## config.mk

```make
export PLATFORM = sky130hd
export DESIGN_NAME = ddr_cmd_sequencer
export DESIGN_NICKNAME = d
export VERILOG_FILES = /design/src/rtl/ddr_cmd_pkg.sv /design/src/rtl/ddr_cmd_slot_decode.sv /design/src/rtl/ddr_cmd_sequencer.sv
export SDC_FILE = /design/constraint.sdc
export NUM_CORES = 1
export LEC_CHECK = 0
export BUFFER_PORTS_ARGS = -buffer_cell sky130_fd_sc_hd__buf_4
export CAP_MARGIN = 20
export CORE_AREA = 2 2 128 130
export CTS_CLUSTER_SIZE = 14
export DETAILED_ROUTE_END_ITERATION = 7
export DIE_AREA = 0 0 130 132
export GPL_TIMING_DRIVEN = 0
export PLACE_DENSITY = 0.83
export SLEW_MARGIN = 20
export SYNTH_ARGS = -nofsm -noshare
export SYNTH_HDL_FRONTEND = slang
export SYNTH_SLANG_ARGS = --single-unit
```

## constraint.sdc

```tcl
create_clock -name clk -period 6.6 [get_ports clk]
set_input_delay 1.32 -clock clk [delete_from_list [all_inputs] [get_ports clk]]
set_output_delay 1.32 -clock clk [all_outputs]
set_load 0.1 [all_outputs]
```

## src/rtl/ddr_cmd_pkg.sv

```systemverilog
// Shared opcodes, command-word field offsets, per-slot flag layout and FSM state
// type for the DDR command sequencer.
package ddr_cmd_pkg;

   localparam logic [3:0] OP_NOP  = 4'd0;
   localparam logic [3:0] OP_ACT  = 4'd1;
   localparam logic [3:0] OP_RD   = 4'd2;
   localparam logic [3:0] OP_WR   = 4'd3;
   localparam logic [3:0] OP_PRE  = 4'd4;
   localparam logic [3:0] OP_PREA = 4'd5;
   localparam logic [3:0] OP_REF  = 4'd6;
   localparam logic [3:0] OP_ZQ   = 4'd7;

   localparam int OP_LSB      = 0;
   localparam int AP_BIT      = 4;
   localparam int HALF_BL_BIT = 5;
   localparam int PACK_BIT    = 6;
   localparam int SLOT_LSB    = 8;
   localparam int BG_LSB      = 16;
   localparam int BANK_LSB    = 20;
   localparam int COL_LSB     = 24;
   localparam int ROW_LSB     = 40;
   localparam int WAIT_LSB    = 72;

   // Bit positions inside one slot's 10-bit flag vector.
   localparam int F_WRITE   = 0;
   localparam int F_READ    = 1;
   localparam int F_PRE     = 2;
   localparam int F_ACT     = 3;
   localparam int F_REF     = 4;
   localparam int F_ZQ      = 5;
   localparam int F_NOP     = 6;
   localparam int F_AP      = 7;
   localparam int F_PALL    = 8;
   localparam int F_HALF_BL = 9;

   // An idle slot: only nop set; the full NOP bundle is this in every slot with zero addresses.
   localparam logic [9:0] SLOT_NOP = 10'b00_0100_0000;

   typedef enum logic {IDLE, WAIT} state_t;

endpackage

```

## src/rtl/ddr_cmd_slot_decode.sv

```systemverilog
// Combinational decode of one command word into a single slot's flags, address
// fields, target slot index and legality.
module ddr_cmd_slot_decode
   import ddr_cmd_pkg::*;
#(
   parameter int NUM_SLOTS  = 4,
   parameter int BG_WIDTH   = 2,
   parameter int BANK_WIDTH = 2,
   parameter int COL_WIDTH  = 10,
   parameter int ROW_WIDTH  = 17
)(
   input  logic [127:0]          cmd,
   output logic [9:0]            flags,
   output logic [BG_WIDTH-1:0]   bg,
   output logic [BANK_WIDTH-1:0] bank,
   output logic [COL_WIDTH-1:0]  col,
   output logic [ROW_WIDTH-1:0]  row,
   output logic [3:0]            slot,
   output logic                  legal,
   output logic                  emit
);

   logic [3:0] op;
   logic       unused_cmd;

   assign op   = cmd[OP_LSB +: 4];
   assign slot = cmd[SLOT_LSB +: 4];
   assign bg   = cmd[BG_LSB +: BG_WIDTH];
   assign bank = cmd[BANK_LSB +: BANK_WIDTH];
   assign col  = cmd[COL_LSB +: COL_WIDTH];
   assign row  = cmd[ROW_LSB +: ROW_WIDTH];

   assign legal = (op <= OP_ZQ) && ({1'b0, slot} < 5'(NUM_SLOTS));
   assign emit  = legal && (op != OP_NOP);

   assign unused_cmd = ^cmd;

   // ap and half_bl only carry meaning for column commands.
   always_comb begin
      flags = '0;
      case (op)
         OP_NOP:  flags[F_NOP] = 1'b1;
         OP_ACT:  flags[F_ACT] = 1'b1;
         OP_RD: begin
            flags[F_READ]    = 1'b1;
            flags[F_AP]      = cmd[AP_BIT];
            flags[F_HALF_BL] = cmd[HALF_BL_BIT];
         end
         OP_WR: begin
            flags[F_WRITE]   = 1'b1;
            flags[F_AP]      = cmd[AP_BIT];
            flags[F_HALF_BL] = cmd[HALF_BL_BIT];
         end
         OP_PRE:  flags[F_PRE] = 1'b1;
         OP_PREA: begin
            flags[F_PRE]  = 1'b1;
            flags[F_PALL] = 1'b1;
         end
         OP_REF:  flags[F_REF] = 1'b1;
         OP_ZQ:   flags[F_ZQ]  = 1'b1;
         default: flags = SLOT_NOP;
      endcase
   end

endmodule

```

## src/rtl/ddr_cmd_sequencer.sv

```systemverilog
// Streams 128-bit command words into a registered multi-slot DFI command bundle with
// programmable NOP waits. Optional slot packing is enabled by DDR_CMD_SLOT_PACK_EN.
module ddr_cmd_sequencer
   import ddr_cmd_pkg::*;
#(
   parameter int NUM_SLOTS  = 4,
   parameter int BG_WIDTH   = 2,
   parameter int BANK_WIDTH = 2,
   parameter int COL_WIDTH  = 10,
   parameter int ROW_WIDTH  = 17,
   parameter int WAIT_WIDTH = 16
)(
   input  logic                            clk,
   input  logic                            rst,
   input  logic                            en,
   input  logic [127:0]                    S_AXIS_CMD_tdata,
   input  logic                            S_AXIS_CMD_tvalid,
   output logic                            S_AXIS_CMD_tready,
   output logic [NUM_SLOTS-1:0]            ddr_write,
   output logic [NUM_SLOTS-1:0]            ddr_read,
   output logic [NUM_SLOTS-1:0]            ddr_pre,
   output logic [NUM_SLOTS-1:0]            ddr_act,
   output logic [NUM_SLOTS-1:0]            ddr_ref,
   output logic [NUM_SLOTS-1:0]            ddr_zq,
   output logic [NUM_SLOTS-1:0]            ddr_nop,
   output logic [NUM_SLOTS-1:0]            ddr_ap,
   output logic [NUM_SLOTS-1:0]            ddr_pall,
   output logic [NUM_SLOTS-1:0]            ddr_half_bl,
   output logic [NUM_SLOTS*BG_WIDTH-1:0]   ddr_bg,
   output logic [NUM_SLOTS*BANK_WIDTH-1:0] ddr_bank,
   output logic [NUM_SLOTS*COL_WIDTH-1:0]  ddr_col,
   output logic [NUM_SLOTS*ROW_WIDTH-1:0]  ddr_row,
   output logic                            busy,
   output logic                            err,
   output logic [31:0]                     issued_count
);

   localparam int BGW = NUM_SLOTS*BG_WIDTH;
   localparam int BKW = NUM_SLOTS*BANK_WIDTH;
   localparam int CLW = NUM_SLOTS*COL_WIDTH;
   localparam int RWW = NUM_SLOTS*ROW_WIDTH;

   state_t                state_q, state_d;
   logic [WAIT_WIDTH-1:0] cnt_q, cnt_d;
   logic                  err_q, err_d;
   logic [31:0]           issued_q, issued_d;

   logic [9:0]     flags_q [NUM_SLOTS];
   logic [BGW-1:0] bg_q;
   logic [BKW-1:0] bank_q;
   logic [CLW-1:0] col_q;
   logic [RWW-1:0] row_q;

   logic [9:0]     base_flags [NUM_SLOTS];
   logic [BGW-1:0] base_bg;
   logic [BKW-1:0] base_bank;
   logic [CLW-1:0] base_col;
   logic [RWW-1:0] base_row;

   logic [9:0]     merged_flags [NUM_SLOTS];
   logic [BGW-1:0] merged_bg;
   logic [BKW-1:0] merged_bank;
   logic [CLW-1:0] merged_col;
   logic [RWW-1:0] merged_row;

   logic [9:0]     next_flags [NUM_SLOTS];
   logic [BGW-1:0] next_bg;
   logic [BKW-1:0] next_bank;
   logic [CLW-1:0] next_col;
   logic [RWW-1:0] next_row;

   logic [9:0]            dec_flags;
   logic [BG_WIDTH-1:0]   dec_bg;
   logic [BANK_WIDTH-1:0] dec_bank;
   logic [COL_WIDTH-1:0]  dec_col;
   logic [ROW_WIDTH-1:0]  dec_row;
   logic [3:0]            dec_slot;
   logic                  dec_legal, dec_emit;

   logic                  accept, close, pack_bit, collide;
   logic [WAIT_WIDTH-1:0] wait_val;
   logic [31:0]           add;

`ifdef DDR_CMD_SLOT_PACK_EN
   logic [9:0]     acc_flags_q [NUM_SLOTS];
   logic [9:0]     acc_flags_d [NUM_SLOTS];
   logic [BGW-1:0] acc_bg_q, acc_bg_d;
   logic [BKW-1:0] acc_bank_q, acc_bank_d;
   logic [CLW-1:0] acc_col_q, acc_col_d;
   logic [RWW-1:0] acc_row_q, acc_row_d;
   logic           acc_open;

   assign pack_bit = S_AXIS_CMD_tdata[PACK_BIT];

   always_comb begin
      acc_open = 1'b0;
      for (int s = 0; s < NUM_SLOTS; s++)
         if (!acc_flags_q[s][F_NOP]) acc_open = 1'b1;
   end

   assign busy = (state_q != IDLE) || acc_open;
`else
   assign pack_bit = 1'b0;
   assign busy     = (state_q != IDLE);
`endif

   ddr_cmd_slot_decode #(
      .NUM_SLOTS (NUM_SLOTS),
      .BG_WIDTH  (BG_WIDTH),
      .BANK_WIDTH(BANK_WIDTH),
      .COL_WIDTH (COL_WIDTH),
      .ROW_WIDTH (ROW_WIDTH)
   ) u_decode (
      .cmd  (S_AXIS_CMD_tdata),
      .flags(dec_flags),
      .bg   (dec_bg),
      .bank (dec_bank),
      .col  (dec_col),
      .row  (dec_row),
      .slot (dec_slot),
      .legal(dec_legal),
      .emit (dec_emit)
   );

   assign S_AXIS_CMD_tready = (state_q == IDLE) && en;
   assign accept            = S_AXIS_CMD_tready && S_AXIS_CMD_tvalid;
   assign close             = accept && !pack_bit;
   assign wait_val          = S_AXIS_CMD_tdata[WAIT_LSB +: WAIT_WIDTH];

   // Merge the accepted command into the open bundle (the NOP bundle when not packing);
   // a closing command publishes the merge and starts its wait.
   always_comb begin
      state_d  = state_q;
      cnt_d    = cnt_q;
      err_d    = err_q;
      collide  = 1'b0;
      add      = '0;
      for (int s = 0; s < NUM_SLOTS; s++) begin
`ifdef DDR_CMD_SLOT_PACK_EN
         base_flags[s] = acc_flags_q[s];
`else
         base_flags[s] = SLOT_NOP;
`endif
         next_flags[s] = SLOT_NOP;
      end
`ifdef DDR_CMD_SLOT_PACK_EN
      base_bg   = acc_bg_q;
      base_bank = acc_bank_q;
      base_col  = acc_col_q;
      base_row  = acc_row_q;
`else
      base_bg   = '0;
      base_bank = '0;
      base_col  = '0;
      base_row  = '0;
`endif
      merged_flags = base_flags;
      merged_bg    = base_bg;
      merged_bank  = base_bank;
      merged_col   = base_col;
      merged_row   = base_row;
      next_bg      = '0;
      next_bank    = '0;
      next_col     = '0;
      next_row     = '0;

      for (int s = 0; s < NUM_SLOTS; s++) begin
         if (accept && dec_emit && (4'(s) == dec_slot)) begin
            if (!base_flags[s][F_NOP]) begin
               collide = 1'b1;
            end else begin
               merged_flags[s]                             = dec_flags;
               merged_bg[s*BG_WIDTH +: BG_WIDTH]       = dec_bg;
               merged_bank[s*BANK_WIDTH +: BANK_WIDTH] = dec_bank;
               merged_col[s*COL_WIDTH +: COL_WIDTH]    = dec_col;
               merged_row[s*ROW_WIDTH +: ROW_WIDTH]    = dec_row;
            end
         end
      end

      if (accept && (!dec_legal || collide)) err_d = 1'b1;

      if (close) begin
         next_flags = merged_flags;
         next_bg    = merged_bg;
         next_bank  = merged_bank;
         next_col   = merged_col;
         next_row   = merged_row;
         if (wait_val != '0) begin
            state_d = WAIT;
            cnt_d   = wait_val;
         end
      end

      if (state_q == WAIT) begin
         cnt_d = cnt_q - 1'b1;
         if (cnt_q <= WAIT_WIDTH'(1)) state_d = IDLE;
      end

      for (int s = 0; s < NUM_SLOTS; s++)
         if (!next_flags[s][F_NOP]) add = add + 32'd1;
      issued_d = issued_q + add;

`ifdef DDR_CMD_SLOT_PACK_EN
      acc_flags_d = acc_flags_q;
      acc_bg_d    = acc_bg_q;
      acc_bank_d  = acc_bank_q;
      acc_col_d   = acc_col_q;
      acc_row_d   = acc_row_q;
      if (accept) begin
         if (pack_bit) begin
            acc_flags_d = merged_flags;
            acc_bg_d    = merged_bg;
            acc_bank_d  = merged_bank;
            acc_col_d   = merged_col;
            acc_row_d   = merged_row;
         end else begin
            for (int s = 0; s < NUM_SLOTS; s++) acc_flags_d[s] = SLOT_NOP;
            acc_bg_d   = '0;
            acc_bank_d = '0;
            acc_col_d  = '0;
            acc_row_d  = '0;
         end
      end
`endif
   end

   always_ff @(posedge clk) begin
      if (rst) begin
         state_q  <= IDLE;
         cnt_q    <= '0;
         err_q    <= 1'b0;
         issued_q <= '0;
         for (int s = 0; s < NUM_SLOTS; s++) flags_q[s] <= SLOT_NOP;
         bg_q     <= '0;
         bank_q   <= '0;
         col_q    <= '0;
         row_q    <= '0;
`ifdef DDR_CMD_SLOT_PACK_EN
         for (int s = 0; s < NUM_SLOTS; s++) acc_flags_q[s] <= SLOT_NOP;
         acc_bg_q   <= '0;
         acc_bank_q <= '0;
         acc_col_q  <= '0;
         acc_row_q  <= '0;
`endif
      end else begin
         state_q  <= state_d;
         cnt_q    <= cnt_d;
         err_q    <= err_d;
         issued_q <= issued_d;
         for (int s = 0; s < NUM_SLOTS; s++) flags_q[s] <= next_flags[s];
         bg_q     <= next_bg;
         bank_q   <= next_bank;
         col_q    <= next_col;
         row_q    <= next_row;
`ifdef DDR_CMD_SLOT_PACK_EN
         for (int s = 0; s < NUM_SLOTS; s++) acc_flags_q[s] <= acc_flags_d[s];
         acc_bg_q   <= acc_bg_d;
         acc_bank_q <= acc_bank_d;
         acc_col_q  <= acc_col_d;
         acc_row_q  <= acc_row_d;
`endif
      end
   end

   for (genvar s = 0; s < NUM_SLOTS; s++) begin : g_slot
      assign ddr_write[s]   = flags_q[s][F_WRITE];
      assign ddr_read[s]    = flags_q[s][F_READ];
      assign ddr_pre[s]     = flags_q[s][F_PRE];
      assign ddr_act[s]     = flags_q[s][F_ACT];
      assign ddr_ref[s]     = flags_q[s][F_REF];
      assign ddr_zq[s]      = flags_q[s][F_ZQ];
      assign ddr_nop[s]     = flags_q[s][F_NOP];
      assign ddr_ap[s]      = flags_q[s][F_AP];
      assign ddr_pall[s]    = flags_q[s][F_PALL];
      assign ddr_half_bl[s] = flags_q[s][F_HALF_BL];
   end

   assign ddr_bg       = bg_q;
   assign ddr_bank     = bank_q;
   assign ddr_col      = col_q;
   assign ddr_row      = row_q;
   assign err          = err_q;
   assign issued_count = issued_q;

endmodule

```

==> impl_metrics.env, run 1 <==
export IMPL_status="finished clean"
export IMPL_viasPerCell=4.92
export IMPL_peakVddDrop_uv=159
export IMPL_place_congestion=0.833
export IMPL_wl_met3_um=1680
export IMPL_grt_use_total_pct=22.6
export IMPL_rrSetupSlack_ps=1520
export IMPL_synthTopCellsByArea="dfxtp_1, and2_1, nor2_1, and3_1, a21oi_1"
export IMPL_post_cts_resized=0
export IMPL_cpMaxStageDelayCell="or4_1"
export IMPL_start_util_pct=45.6
export IMPL_wl_met2_um=9990
export IMPL_final_nets=1132
export IMPL_setup_tns_ps=0
export IMPL_max_freq_mhz=172
export IMPL_cts_setup_buffers=0
export IMPL_finalSetupViolCount=0
export IMPL_rows=46
export IMPL_drt_met1_wl_um=8070
export IMPL_final_hold_viol_count=0
export IMPL_critPathCaptureType="register"
export IMPL_antenna_found_initial=0
export IMPL_critPathLaunchType="input port"
export IMPL_syn_mean_instance_area_um2=10.1
export IMPL_wl_um=20200
export IMPL_syn_instance_count=709
export IMPL_die_h_um=132
export IMPL_power_density_nw_per_um2=269
export IMPL_worst_pin_slew_ps=698
export IMPL_yosysMostFrequentCell="dfxtp_1"
export IMPL_numCtsBuffers=22
export IMPL_synth_edf_count=0
export IMPL_port_buffers=258
export IMPL_hp_class="register to register"
export IMPL_place_ws_ps=177
export IMPL_cts_root_buf="clkbuf_16"
export IMPL_route_vias_total=6005
export IMPL_syn_to_final_growth_pct=40.9
export IMPL_drive_gt1_share_pct=31.2
export IMPL_finClkSkew_ps=11.8
export IMPL_power_leakage_nw=4.50
export IMPL_slowest_delay_ps=510
export IMPL_max_slew_margin_pct=53.0
export IMPL_hold_slack_ps=480
export IMPL_grt_overflow_total=0
export IMPL_dp_hpwl_um=14700
export IMPL_clkLatencyLatePin_ps=500
export IMPL_drc=0
export IMPL_cap_violations=0
export IMPL_worstPathMaxFanout=10
export IMPL_clockBufferDepth=3
export IMPL_firstDrtPassIters=4
export IMPL_final_cells=1220
export IMPL_top_layer="met4"
export IMPL_synth_seq_cells=214
export IMPL_synth_common_cells="dfxtp_1, and2_1, nor2_1"
export IMPL_p_total_mw=2.72
export IMPL_synth_seq_area_share_pct=59.8
export IMPL_async_flop_share_pct=0
export IMPL_slew_viol_final=0
export IMPL_cts_hold_buf=0
export IMPL_synth_top_area_share_pct=59.8
export IMPL_grt_pass1_wl_um=31000
export IMPL_criticalPathCategory="input port to register"
export IMPL_cts_tree="yes"
export IMPL_grt_start_max_net_pins=15
export IMPL_htreeDepth=1
export IMPL_clkSlewWorstSetupHoldPaths_ps=60
export IMPL_syn_area_um2=7160
export IMPL_diodes=0
export IMPL_wl_per_cell_um=16.6
export IMPL_worstPathCellList="buf_4, or3_1, nor4b_1, nor2b_1, buf_2, clkbuf_1, nand2_1, ha_1, xor2_1, ha_1, a21oi_1, nor2_1, inv_1, fa_1, nor2b_1, o31ai_2, or4_1, clkbuf_1, or3_1, a21oi_1"
export IMPL_core_area_um2=15700
export IMPL_final_antenna_net_count=0
export IMPL_critPathRequiredTime_ps=7030
export IMPL_syn_num_nets=850
export IMPL_min_period_ps=5820
export IMPL_clock_sinks=214
export IMPL_ys_flop_type="dfxtp_1"
export IMPL_ys_types=58
export IMPL_ys_warn_count=0
export IMPL_grt_pass1_vias=5854
export IMPL_yosysTopAreaCell="dfxtp_1"
export IMPL_ioPinCount=331
export IMPL_dp_cells=1183
export IMPL_ff2ff_path_depth=19
export IMPL_fin_ws_ps=777
export IMPL_die_area_um2=17200
export IMPL_dr_first_iter_drc_count=303
export IMPL_cp_arrival_ps=6250
export IMPL_die_x_um=130
export IMPL_rsz0062_at_grt="no"
export IMPL_finalCritPeriodShare_pct=88.2
export IMPL_min_path_cells=2
through the flow:
| step | util (%) | cell area [µm²] |
|---|---|---|
| 2_1_floorplan | - | 7160 |
| 3_3_place_gp | 59.6 | 9370 |
| 6_report | 64.2 | 10100 |
| 3_5_place_dp | 59.6 | 9370 |
| 4_1_cts | 64.2 | 10100 |
| 5_1_grt | 64.2 | 10100 |
power by group:
part / internal [mW] / switching (mW)
Combinational: 0.0657 / 0.118
Clock: 0.728 / 0.491
Sequential: 1.30 / 0.0115
flip-flops by register name, summed over array words and instances (netlist names):
name and count:
ddr_bg 8, ddr_bank 8, busy 1, flags_q 40, ddr_row 68, cnt_q 16
err 1, issued_count 32, ddr_col 40
critical path: cells and delay by family:
family	cells	cell delay, ps
simple gates	8	2310
fa+ha+maj	3	1010
compound gates	3	400
buf+inv	5	1000
xor+xnor	1	180
metal layers:
metal  up-vias  track usage [%]
met3        35             5.88
met4         0             6.63
li1       2929                -
met2       251             40.4
met5         -                0
met1      2790             26.4
cell type report:
type / instances / area, µm²
tap: 216 / 270
clock buffer: 30 / 611
multi-input combinational: 447 / 2700
buffer: 33 / 133
timing repair buffer: 258 / 1940
fill: 1274 / 5620
clock inverter: 7 / 106
sequential: 214 / 4280
inverter: 15 / 56.3
final timing paths:
| path | to | from |
|---|---|---|
| setup / recovery | issued_count[28] | S_AXIS_CMD_tdata[3] |
| hold / removal | cnt_q[7] | cnt_q[7] |
| setup reg to reg | issued_count[28] | busy |
| hold reg to reg | cnt_q[7] | cnt_q[7] |
placed cells by master (no fill, tap or decap), types with 10 or more instances in the layout:
cell type / Yosys / layout
nor3_1: 15 / 15
clkbuf_16: 0 / 22
dfxtp_1: 214 / 214
a21oi_1: 31 / 31
nor2b_1: 12 / 12
o21ai_0: 17 / 17
xnor2_1: 16 / 16
and3_1: 35 / 35
nor4_1: 11 / 11
buf_4: 0 / 258
nand3_1: 10 / 10
inv_1: 12 / 12
clkbuf_1: 25 / 30
and2_1: 97 / 97
nor2_1: 83 / 83
nand2_1: 30 / 30
cell families (layout without fill, tap and decap cells):
| kind of cell | Yosys count | count (layout) | synth area share [%] |
|---|---|---|---|
| XOR/XNOR | 21 | 21 | 2.57 |
| adder cells (fa/ha/maj) | 9 | 9 | 1.68 |
| other | 1 | 1 | 0.0523 |
| flip-flops | 214 | 214 | 59.8 |
| multiplexers | 4 | 4 | 0.646 |
| buffers and inverters | 48 | 343 | 2.64 |
| AND/OR/NAND/NOR | 336 | 336 | 26.2 |
| AO/OA/AOI/OAI | 76 | 76 | 6.43 |
(Power assumes the default switching activity.)
==> inputs of run 2 (changes only) <==
BUFFER_PORTS_ARGS = default   (was -buffer_cell sky130_fd_sc_hd__buf_4)
DONT_BUFFER_PORTS = 1   (was default)
PLACE_DENSITY = 0.65   (was 0.83)
==> impl_metrics.env, run 2 (synthesized netlist as in run 1, its figures left out) <==
export IMPL_status="finished clean"
export IMPL_syn_to_final_growth_pct=12.9
export IMPL_place_ws_ps=283
export IMPL_clock_sinks=214
export IMPL_criticalPathCategory="input port to register"
export IMPL_path_buf_inv=4
export IMPL_fin_ws_ps=920
export IMPL_grt_start_max_net_pins=15
export IMPL_final_antenna_net_count=0
export IMPL_dr_first_iter_drc_count=172
export IMPL_route_vias_total=5049
export IMPL_hp_class="register to register"
export IMPL_grt_pass1_vias=4924
export IMPL_design_area_um2=8090
export IMPL_multi_input_area_um2=2700
export IMPL_critPathCaptureType="register"
export IMPL_clockBufferDepth=3
export IMPL_max_freq_mhz=176
export IMPL_largest_register_ff_count=68
export IMPL_worst_pin_slew_ps=1140
export IMPL_cts_root_buf="clkbuf_16"
export IMPL_max_slew_margin_pct=24.0
export IMPL_cp_top_family="simple AND/OR/NAND/NOR gates"
export IMPL_cap_violations=0
export IMPL_grt_use_total_pct=19.7
export IMPL_start_util_pct=45.6
export IMPL_wl_um=17800
export IMPL_grt_pass1_wl_um=27000
export IMPL_port_buffers=0
export IMPL_power_leakage_nw=3.11
export IMPL_post_cts_resized=0
export IMPL_placed_cell_area_um2=7440
export IMPL_final_cells=959
export IMPL_cts_setup_buffers=0
export IMPL_reg2reg_from="busy"
export IMPL_wl_per_cell_um=18.5
export IMPL_htreeDepth=1
export IMPL_setup_tns_ps=0
export IMPL_place_congestion=0.865
export IMPL_p_total_mw=2.58
export IMPL_timing_rr_end="issued_count[26]"
export IMPL_antenna_found_initial=0
export IMPL_critPathRequiredTime_ps=7020
export IMPL_core_area_um2=15700
export IMPL_finalCritPeriodShare_pct=86.1
export IMPL_numCtsBuffers=21
export IMPL_cpMaxStageDelayCell="or4_1"
export IMPL_critPathLaunchType="input port"
export IMPL_die_h_um=132
export IMPL_drc=0
export IMPL_min_path_cells=2
export IMPL_dp_cells=925
export IMPL_finClkSkew_ps=10.0
export IMPL_grt_overflow_total=0
export IMPL_worstPathCellList="or3_1, nor4b_1, nor2b_1, buf_2, clkbuf_1, nand2_1, ha_1, xor2_1, ha_1, a21oi_1, nor2_1, inv_1, fa_1, nor2b_1, o31ai_2, or4_1, clkbuf_1, or3_1, a21oi_1"
export IMPL_power_density_nw_per_um2=319
export IMPL_utilization_pct=51.5
export IMPL_seq_area_um2=4280
export IMPL_cp_arrival_ps=6100
export IMPL_cts_tree="yes"
export IMPL_rrSetupSlack_ps=1060
export IMPL_peakVddDrop_uv=190
export IMPL_slowest_delay_ps=500
export IMPL_final_nets=873
export IMPL_clkSlewWorstSetupHoldPaths_ps=60
export IMPL_min_from="cnt_q[7]"
export IMPL_rsz0062_at_grt="no"
export IMPL_final_cell_mix="dfxtp_1, and2_1, nor2_1, and3_1, a21oi_1"
export IMPL_worstPathMaxFanout=10
export IMPL_viasPerCell=5.26
export IMPL_clkLatencyLatePin_ps=490
export IMPL_ff2ff_path_depth=19
export IMPL_dp_hpwl_um=13200
export IMPL_final_hold_viol_count=0
export IMPL_diodes=0
export IMPL_hold_path_end="cnt_q[7]"
export IMPL_die_x_um=130
export IMPL_min_period_ps=5680
export IMPL_finalSetupViolCount=0
export IMPL_ioPinCount=331
export IMPL_cts_hold_buf=0
export IMPL_drive_gt1_share_pct=7.13
export IMPL_hold_slack_ps=480
export IMPL_mostFrequentLayoutCell="dfxtp_1"
export IMPL_die_area_um2=17200
export IMPL_slew_viol_final=0
export IMPL_rows=46
export IMPL_n_fill_cell=1430
export IMPL_firstDrtPassIters=4
## run 2: cell types whose count changed in the layout (fill, tap and decap cells not counted)
cell        delta
bufinv_16      -1
clkinvlp_4     -1
inv_8          +1
clkinv_2       +1
clkinv_8       -1
nor2b_2        +1
clkinv_4       -1
buf_4        -258
nor2b_1        -1
clkbuf_16      -1
## run 2: worst register-to-register path, stage by stage, from the launching register on
cell and delay, ps:
dfxtp_1 650, clkbuf_1 370, nor4b_1 470, nor2b_1 180, buf_2 210, clkbuf_1 360, nand2_1 110, ha_1 330
xor2_1 170, ha_1 270, a21oi_1 60, nor2_1 160, inv_1 80, fa_1 410, nor2b_1 290, o31ai_2 200
or4_1 500, clkbuf_1 180, or3_1 330, a21oi_1 140
## run 2: how the worst max path moves through the flow
stage                         from               end  slack (ps)  depth (start not counted)
6_report       S_AXIS_CMD_tdata[3]  issued_count[26]         920                         19
5_1_grt        S_AXIS_CMD_tdata[3]  issued_count[26]         440                         19
4_1_cts        S_AXIS_CMD_tdata[3]  issued_count[26]         790                         19
3_3_place_gp   S_AXIS_CMD_tdata[3]  issued_count[26]         410                         19
2_1_floorplan  S_AXIS_CMD_tdata[3]  issued_count[28]        1160                         19
3_5_place_dp   S_AXIS_CMD_tdata[3]  issued_count[26]         280                         19
## run 2: cell type report
class                      instances  area share [%]
sequential                       214            53.0
tap                              216            3.34
buffer                            33            1.64
multi-input combinational        447            33.4
inverter                          15           0.696
clock buffer                      29            7.24
clock inverter                     5           0.743
## run 2: power by group
group          switching (mW)  internal (mW)  total, mW
clock network           0.464          0.658       1.12
registers              0.0386           1.30       1.34
logic                  0.0741         0.0387      0.113
total                   0.577           2.00       2.58
## run 2: layer usage
layer	vias up	track usage [%]	part of all wire [%]
met1	2382	21.2	36
met4	0	7.17	3.3
li1	2401	-	-
met3	40	7.31	10
met2	226	35.0	50
met5	-	0	0
